<file path="src/rtl/core_pkg.sv">
// Shared types, defaults and helpers for the instruction fetch slice.
package core_pkg;

  localparam int FQ_XLEN = 32;
  localparam logic [FQ_XLEN-1:0] FQ_RESET_PC = 32'h0000_0000;

  typedef struct packed {
    logic [FQ_XLEN-1:0] pc;
    logic [FQ_XLEN-1:0] instr;
  } fetch_entry_t;

  typedef enum logic [0:0] {
    RUN   = 1'b0,
    DRAIN = 1'b1
  } fetch_state_e;

  function automatic logic [FQ_XLEN-1:0] word_align(input logic [FQ_XLEN-1:0] addr);
    return {addr[FQ_XLEN-1:2], 2'b00};
  endfunction

endpackage

</file>
<file path="src/rtl/fetch_queue_chk.sv">
// Protocol and bookkeeping invariants for the fetch queue.
module fetch_queue_chk (
  input logic CLK,
  input logic RST,
  input logic rvalid,
  input logic outst_zero,
  input logic q_overflow,
  input logic tag_overflow,
  input logic tag_underflow,
  input logic tag_mismatch
);

  a_rvalid_needs_outst: assert property (@(posedge CLK) disable iff (RST) !(rvalid && outst_zero));
  a_queue_no_overflow:  assert property (@(posedge CLK) disable iff (RST) !q_overflow);
  a_tag_no_overflow:    assert property (@(posedge CLK) disable iff (RST) !tag_overflow);
  a_tag_no_underflow:   assert property (@(posedge CLK) disable iff (RST) !tag_underflow);
  a_tag_tracks_outst:   assert property (@(posedge CLK) disable iff (RST) !tag_mismatch);

endmodule

</file>
<file path="src/rtl/sync_fifo.sv">
// Small synchronous FIFO with flush; push and pop may coincide at any fill level.
module sync_fifo #(
  parameter int WIDTH = 8,
  parameter int DEPTH = 4
) (
  input  logic                       CLK,
  input  logic                       RST,
  input  logic                       flush,
  input  logic                       push,
  input  logic [WIDTH-1:0]           push_data,
  input  logic                       pop,
  output logic [WIDTH-1:0]           head_data,
  output logic [$clog2(DEPTH+1)-1:0] count,
  output logic                       empty,
  output logic                       full
);

  localparam int PW = (DEPTH > 1) ? $clog2(DEPTH) : 1;
  localparam int CW = $clog2(DEPTH+1);

  logic [WIDTH-1:0] mem_r [DEPTH];
  logic [PW-1:0]    wr_ptr_r;
  logic [PW-1:0]    rd_ptr_r;
  logic [CW-1:0]    count_r;
  logic             do_push_s;
  logic             do_pop_s;

  function automatic logic [PW-1:0] ptr_inc(input logic [PW-1:0] p);
    if (p == PW'(DEPTH-1)) return {PW{1'b0}};
    else return p + PW'(1'b1);
  endfunction

  assign empty     = (count_r == {CW{1'b0}});
  assign full      = (count_r == CW'(DEPTH));
  assign count     = count_r;
  assign head_data = mem_r[rd_ptr_r];
  assign do_pop_s  = pop && !empty;
  assign do_push_s = push && (!full || do_pop_s);

  // Pointer and occupancy tracking
  always_ff @(posedge CLK) begin
    if (RST || flush) begin
      wr_ptr_r <= {PW{1'b0}};
      rd_ptr_r <= {PW{1'b0}};
      count_r  <= {CW{1'b0}};
    end else begin
      if (do_push_s) wr_ptr_r <= ptr_inc(wr_ptr_r);
      if (do_pop_s)  rd_ptr_r <= ptr_inc(rd_ptr_r);
      case ({do_push_s, do_pop_s})
        2'b10:   count_r <= count_r + CW'(1'b1);
        2'b01:   count_r <= count_r - CW'(1'b1);
        default: count_r <= count_r;
      endcase
    end
  end

  // Entry storage; contents are qualified by count so no reset is needed
  always_ff @(posedge CLK) begin
    if (do_push_s && !flush) mem_r[wr_ptr_r] <= push_data;
  end

endmodule

</file>
<file path="src/rtl/fetch_queue.sv">
// Instruction fetch stage: owns the PC, issues reads, queues returned words for decode.
module fetch_queue
  import core_pkg::*;
#(
  parameter int               XLEN      = FQ_XLEN,
  parameter int               DEPTH     = 4,
  parameter int               MAX_OUTST = 2,
  parameter logic [XLEN-1:0]  RESET_PC  = FQ_RESET_PC
) (
  input  logic            CLK,
  input  logic            RST,
  input  logic            CORE_STALL,
  input  logic            REDIRECT,
  input  logic [XLEN-1:0] REDIRECT_PC,
  output logic            RCH1_REQ,
  output logic [XLEN-1:0] RCH1_ADDR,
  input  logic            RCH1_GNT,
  input  logic            RCH1_RVALID,
  input  logic [XLEN-1:0] RCH1_DATA,
  output logic            FETCH_VALID,
  output logic [XLEN-1:0] FETCH_PC,
  output logic [XLEN-1:0] FETCH_INSTR,
  input  logic            DECODE_READY
);

  localparam int CW = $clog2(DEPTH+1);
  localparam int OW = $clog2(MAX_OUTST+1);

  fetch_state_e         state_r, state_nxt_s;
  logic [XLEN-1:0]      pc_r;
  logic [OW-1:0]        outst_r, discard_r, inflight_s;
  logic                 rst_q_r, req_s, accept_s;
  logic                 q_push_s, q_pop_s, q_empty_s, q_full_s;
  logic [CW-1:0]        q_count_s;
  fetch_entry_t         q_in_s, q_head_s;
  logic [XLEN-1:0]      tag_head_s;
  logic [OW-1:0]        tag_count_s;
  logic                 tag_empty_s, tag_full_s;

  // Reads still owed by memory once this cycle's response (if any) lands
  assign inflight_s  = outst_r - OW'(RCH1_RVALID);
  assign accept_s    = req_s && RCH1_GNT;
  assign q_push_s    = RCH1_RVALID && (state_r == RUN) && !REDIRECT;
  assign q_pop_s     = !q_empty_s && DECODE_READY && !REDIRECT;
  assign q_in_s      = '{pc: tag_head_s, instr: RCH1_DATA};
  assign RCH1_REQ    = req_s;
  assign RCH1_ADDR   = pc_r;
  assign FETCH_VALID = !q_empty_s;
  assign FETCH_PC    = q_head_s.pc;
  assign FETCH_INSTR = q_head_s.instr;

  // FSM state register
  always_ff @(posedge CLK) begin
    if (RST) state_r <= RUN;
    else     state_r <= state_nxt_s;
  end

  // FSM next-state: enter DRAIN while stale responses are owed
  always_comb begin
    state_nxt_s = state_r;
    case (state_r)
      RUN: begin
        if (REDIRECT && (inflight_s != {OW{1'b0}})) state_nxt_s = DRAIN;
        else state_nxt_s = RUN;
      end
      DRAIN: begin
        if (REDIRECT) state_nxt_s = (inflight_s != {OW{1'b0}}) ? DRAIN : RUN;
        else if (discard_r == {OW{1'b0}}) state_nxt_s = RUN;
        else if (RCH1_RVALID && (discard_r == OW'(1'b1))) state_nxt_s = RUN;
        else state_nxt_s = DRAIN;
      end
      default: state_nxt_s = RUN;
    endcase
  end

  // FSM output: issue only when queue space is reserved for every in-flight read
  always_comb begin
    req_s = 1'b0;
    if (!RST && !rst_q_r && !CORE_STALL && !REDIRECT && (state_r == RUN)
        && (int'(outst_r) < MAX_OUTST) && ((int'(q_count_s) + int'(outst_r)) < DEPTH)) begin
      req_s = 1'b1;
    end else begin
      req_s = 1'b0;
    end
  end

  // PC, outstanding and discard counters
  always_ff @(posedge CLK) begin
    if (RST) begin
      rst_q_r   <= 1'b1;
      pc_r      <= RESET_PC;
      outst_r   <= {OW{1'b0}};
      discard_r <= {OW{1'b0}};
    end else begin
      rst_q_r <= 1'b0;
      outst_r <= outst_r + OW'(accept_s) - OW'(RCH1_RVALID);
      if (REDIRECT) begin
        pc_r      <= word_align(REDIRECT_PC);
        discard_r <= inflight_s;
      end else begin
        if (accept_s) pc_r <= pc_r + XLEN'(3'd4);
        if ((state_r == DRAIN) && RCH1_RVALID) discard_r <= discard_r - OW'(1'b1);
      end
    end
  end

  sync_fifo #(.WIDTH($bits(fetch_entry_t)), .DEPTH(DEPTH)) u_queue (
    .CLK       (CLK),
    .RST       (RST),
    .flush     (REDIRECT),
    .push      (q_push_s),
    .push_data (q_in_s),
    .pop       (q_pop_s),
    .head_data (q_head_s),
    .count     (q_count_s),
    .empty     (q_empty_s),
    .full      (q_full_s)
  );

  sync_fifo #(.WIDTH(XLEN), .DEPTH(MAX_OUTST)) u_tags (
    .CLK       (CLK),
    .RST       (RST),
    .flush     (REDIRECT),
    .push      (accept_s),
    .push_data (pc_r),
    .pop       (q_push_s),
    .head_data (tag_head_s),
    .count     (tag_count_s),
    .empty     (tag_empty_s),
    .full      (tag_full_s)
  );

  fetch_queue_chk u_chk (
    .CLK           (CLK),
    .RST           (RST),
    .rvalid        (RCH1_RVALID),
    .outst_zero    (outst_r == {OW{1'b0}}),
    .q_overflow    (q_push_s && q_full_s && !q_pop_s),
    .tag_overflow  (accept_s && tag_full_s),
    .tag_underflow (q_push_s && tag_empty_s),
    .tag_mismatch  ((state_r == RUN) && (tag_count_s != outst_r))
  );

endmodule

</file>
<file path="config.mk">
export PLATFORM = sky130hd
export DESIGN_NAME = fetch_queue
export DESIGN_NICKNAME = d
export VERILOG_FILES = /design/src/rtl/core_pkg.sv /design/src/rtl/fetch_queue_chk.sv /design/src/rtl/sync_fifo.sv /design/src/rtl/fetch_queue.sv
export SDC_FILE = /design/constraint.sdc
export NUM_CORES = 1
export LEC_CHECK = 0
export BUFFER_PORTS_ARGS = -buffer_cell sky130_fd_sc_hd__clkbuf_2
export CORE_ASPECT_RATIO = 0.6
export CORE_MARGIN = 2
export CORE_UTILIZATION = 50
export DETAILED_ROUTE_END_ITERATION = 16
export HOLD_SLACK_MARGIN = 0.05
export PLACE_DENSITY_LB_ADDON = 0.2
export RECOVER_POWER = 100
export SLEW_MARGIN = 25
export SYNTH_ARGS = -nofsm -noshare
export SYNTH_HDL_FRONTEND = slang
export SYNTH_SLANG_ARGS = --single-unit
</file>
<file path="constraint.sdc">
create_clock -name CLK -period 5.2 [get_ports CLK]
set_input_delay 0.52 -clock CLK [delete_from_list [all_inputs] [get_ports CLK]]
set_output_delay 0.52 -clock CLK [all_outputs]
set_load 0.05 [all_outputs]
</file>
==> Yosys cells after proc, flatten, opt, wreduce, memory -nomap -nowiden <==
Memory sizes are Yosys's and may differ from the RTL's. A register that Yosys moved wholly into a read port is not among the register bits.
Cells that the tools add are included.
{ "op_classes": {"n_addsub": 14, "order_cmp": 2, "eq_ne": 9, "n_mux": 26, "bitwise_logic": 1, "reduce_logical": 40} }
{ "ops": {"columns": ["operator", "n"], "rows": [
  ["$mux 32", 2],
  ["$add 32x3->32 const B", 1],
  ["$logic_and 1x1->1", 20],
  ["$mux 1", 15],
  ["$mux 2", 6],
  ["$eq 2x2->1 const B", 5],
  ["$reduce_bool 2->1", 5],
  ["$logic_not 1->1", 8],
  ["$add 2x1->2 const B", 3],
  ["$eq 2x1->1 const B", 3],
  ["$pmux 3 s2", 1],
  ["$add 3x2->4", 1],
  ["$logic_not 2->1", 2],
  ["$lt 4x3->1 const B", 1],
  ["$pmux 2 s2", 1],
  ["$sub 2x1->2", 2],
  ["$sub 2x1->2 const B", 2],
  ["$add 3x1->3 const B", 1],
  ["$eq 3x3->1 const B", 1],
  ["$logic_not 3->1", 1],
  ["$logic_or 1x1->1", 3],
  ["$sub 3x1->3 const B", 1],
  ["$add 1x1->1 const B", 2],
  ["$add 2x1->2", 1],
  ["other kinds (4)", 4]
]} }
{ "word_totals": {"reg_bits": 49, "ram_bits": 320, "input_bits": 71, "output_inout_bits": 98, "elab_cells": 106, "n_memories": 2} }
{ "mem_list": {"columns": ["name", "words", "word_bits", "read_ports", "rd_ports_with_merged_regs", "wr", "line", "source"], "rows": [
  ["u_queue.mem_r", 4, 64, 1, 1, 1, "sync_fifo.sv:21", "logic [WIDTH-1:0] mem_r [DEPTH];"],
  ["u_tags.mem_r", 2, 32, 1, 1, 1, "sync_fifo.sv:21", null]
]} }

==> Longest topological paths before layout <==
{ "depth": {"depth_word": 13, "depth_mapped": 11, "mapped_depth_nobuf": 9} }

==> By module <==
From an unflattened synthesis, not the netlist that was laid out.
{ "hier_totals": {"hier_cells": 812, "hier_area_um2": 14560.2} }
{ "by_module_without_submodules": {"columns": ["module", "instances", "cells_each", "area_each_um2", "seq_area_each_um2"], "rows": [
  ["sync_fifo (u_queue)", 1, 403, 9814.4, 7867.5],
  ["sync_fifo (u_tags)", 1, 129, 2570.0, 2021.9],
  ["fetch_queue", 1, 280, 2175.8, 720.7]
]} }

==> Worst setup path after synthesis <==
OpenSTA, ideal clock, no wires.
{ "synth_timing": {"path_kind": "in2reg", "startpoint": "in REDIRECT", "endpoint": "mem u_queue.mem_r[0][0] in the netlist's numbering (enable)", "setup_ns": 0.426, "arrival_ns": 2.869, "required_ns": 4.774, "slack_ns": 1.905, "path_stages": 3, "n_path_buf": 0, "path_cell_list": "or3b_2 nor2_1 and2_1"} }
{ "synth_via": {"elab_chain_len": 8, "elab_cells_between_ends": 9, "classes_between": "2 x mux; 7 x reduce/logical"} }
{ "synth_rtl": {"columns": ["element", "line", "source"], "rows": [
  ["start: declaration", "fetch_queue.sv:13", "input logic REDIRECT,"],
  ["$logic_not 1->1 *", "sync_fifo.sv:59, fetch_queue.sv:43, fetch_queue.sv:44", null],
  ["$logic_and 1x1->1", "fetch_queue.sv:44", "assign q_pop_s = !q_empty_s && DECODE_READY && !REDIRECT;"],
  ["$logic_and 1x1->1", "sync_fifo.sv:37", "assign do_pop_s = pop && !empty;"],
  ["$logic_or 1x1->1", "sync_fifo.sv:38", "assign do_push_s = push && (!full || do_pop_s);"],
  ["$logic_and 1x1->1", "sync_fifo.sv:38", null],
  ["$logic_and 1x1->1 *", "sync_fifo.sv:59", "if (do_push_s && !flush) mem_r[wr_ptr_r] <= push_data;"],
  ["$mux 1 *", "sync_fifo.sv:59", null],
  ["$mux 1 (implied by the code) *", "sync_fifo.sv:59", null],
  ["end: declaration", "sync_fifo.sv:21", null]
]} }
Every way passes the cells marked *; elsewhere a longest branch is shown, timed or not.

==> flow_summary.ini <==
[die]
initial_core_util_pct = 50.6
die_h_um = 133
core_mm2 = 0.0275
ioPinCount = 169
die_x_um = 219
dieArea_mm2 = 0.0292
rows = 47

[clock_tree]
cts_inserted_buffers = 31
postCtsSetupBuffers = 0
cts_resized = 0
cts_root_buf = clkbuf_16
cts_tree = built
clk_pin_slew_ps = 70
ctsLongestPathBuffers = 3
cts-hold-fix-buffers = 0
cts_htree_levels = 1
cts_sinks = 358
clkLatencyLatePin_ps = 570

[synth]
async_reset_ff_share_pct = 0
yosysWarnings = 0
synthDistinctLibCells = 54
syn_inst = 757
synth-edff-count = 308
syn_area_mm2 = 0.0139
ys_seq_elements = 358
synth_top_flop_cell = edfxtp_1
syn_area_per_cell_um2 = 18.3
yosysSeqAreaShare_pct = 73.8

[drt]
drt_wl_total_mm = 28.4
drc = 0
first_iter_violations = 735
wl_per_cell_um = 21.5
postRouteAntennaNets = 0
vias = 7394
viasPerCell = 5.60
firstDrtPassIters = 5

[placed_design]
routabilityCongestion = 0.820
dp_hpwl_mm = 17.2
pre_cts_ws_ps = 2070
port_buffers = 162

[timing]
tightest_slew_ps = 2370
hold_slack_ps = 204
period_share_pct = 76.0
rsz0062_at_grt = false
final-setup-viol-count = 0
worst_slack_ps = 1250
layout_min_cycle_time_ps = 3950
fin_worst_skew_ps = 14.9
max_freq_ghz = 0.253
maxSlewViolCount = 285
hold_violations = 0
slew_headroom_pct = -58.1
fin_setup_tns_ps = 0

[critical_path]
cp.arrival_ps = 3430
crit_fanout = 42
crit_type = reg -> out
startpoint_type = flop
cp.required_ps = 4680
endpoint_kind = output pin

[layout]
synthToLayoutAreaGrowth_pct = 15.1
multi_input_area_mm2 = 0.00340
diodes = 0
final_common_cell = edfxtp_1
mostFrequentLayoutCells = edfxtp_1, clkbuf_1, mux4_2
fill_cells = 2131
drive_above_1_share_pct = 18.0
register_area_mm2 = 0.0103
fin_nets = 1015

[outcome]
violations = max-capacitance violations, max-slew violations
status = complete, but fails checks

[hold_path]
min_path_type = in -> reg

[run]
cap_violations = 7

[grt]
antenna_found_initial = 0
grt.overflow.total = 0
grt_max_degree = 63
grt_pass1_wl_mm = 43.2
grt_pass1_vias = 7248
grt_usage_pct = 19.5

[pwr]
p_leak_nw = 5.05
vdd_ir_drop_max_v = 0.000300
p_per_area_mw_per_mm2 = 370
==> registers in the layout, indices dropped and copies added, names as in the netlist, named ones only <==
name / count
u_queue.mem_r: 248
u_tags.count: 2
rst_q_r: 1
u_tags.mem_r: 60
u_tags.rd_ptr_r: 1
u_tags.wr_ptr_r: 1
u_queue.count: 3
RCH1_ADDR: 30
u_queue.rd_ptr_r: 2
discard_r: 2
outst_r: 2
u_queue.wr_ptr_r: 2
state_r: 1
==> critical path: stages, from the launching register on <==
cell	delay, ps
dfxtp_2	1420
buf_4	510
mux4_2	560
clkbuf_1	330
==> metal layers <==
layer / up-vias / GRT usage [%] / share of wire (%)
met4: 0 / 3.79 / 1.6
met5: - / 0 / 0
li1: 3370 / - / -
met2: 196 / 27.8 / 44
met1: 3793 / 31.4 / 49
met3: 35 / 3.95 / 5.5
==> final timing paths <==
path              startpoint                   to  slack (ps)  depth (start not counted)
max                     flop         FETCH_PC[18]        1250                          3
min           REDIRECT_PC[3]         RCH1_ADDR[3]         200                          3
max reg2reg          state_r  u_queue.mem_r[1][6]        1380                          4
min reg2reg  u_tags.count[1]      u_tags.count[1]         510                          2
==> cell type report <==
type | instances | area share, %
Sequential cell | 358 | 64.2
Multi-Input combinational cell | 350 | 21.3
Clock buffer | 43 | 5.39
Timing Repair Buffer | 175 | 4.91
Tap cell | 367 | 2.87
Clock inverter | 14 | 1.07
Inverter | 14 | 0.329
==> synthesized netlist by cell type (all sizes together), types with 2 or more instances <==
library cell / instances / share of area (%)
or2: 4 / 0.18
or3: 7 / 0.32
dfxtp: 50 / 7.2
and3: 8 / 0.36
clkbuf: 19 / 0.51
edfxtp: 308 / 67
nand3b: 2 / 0.11
a21oi: 18 / 0.65
nor3: 9 / 0.52
nand4: 18 / 0.86
and4: 2 / 0.13
mux4: 62 / 10
nand3: 10 / 0.36
mux2: 31 / 2.5
inv: 13 / 0.35
xor2: 13 / 0.82
nand2: 25 / 0.68
and2: 12 / 0.54
nor2b: 3 / 0.14
mux2i: 4 / 0.29
ha: 13 / 1.2
a211oi: 14 / 0.79
a41oi: 2 / 0.13
buf: 19 / 0.82
a31oi: 12 / 0.54
xnor2: 7 / 0.44
nor2: 37 / 1.0
a311oi: 3 / 0.19
o21ai: 11 / 0.40
o211ai: 3 / 0.16
nor4: 4 / 0.27
==> cell families after synthesis <==
family | share of synthesized area (%)
AOI/OAI and AO/OA | 3.35
xor gates and xnor gates | 1.26
and+or+nand+nor | 5.69
adders and majority gates | 1.32
muxes | 12.9
DFF | 73.8
buffers and inverters | 1.71
other | 0.0270
==> per-stage QoR <==
stage | utilization [%] | total power [mW] | std cells | cell area [um2]
3_5_place_dp | 55.0 | 3.65 | 1262 | 15100
4_1_cts | 58.7 | 5.98 | 1319 | 16100
2_1_floorplan | - | 3.52 | 760 | 13900
5_1_grt | 58.2 | 6.11 | 1321 | 16000
3_3_place_gp | 55.0 | 3.64 | 1262 | 15100
6_report | 58.2 | 5.92 | 1321 | 16000
==> where the power goes <==
part           leakage (nW)  switching, mW  internal, mW
sequential             3.19         0.0522          3.16
combinational          1.35          0.265        0.0958
clock                 0.497          0.999          1.35
total                  5.05           1.32          4.60
No activity file was read; power rests on OpenSTA's default activity.
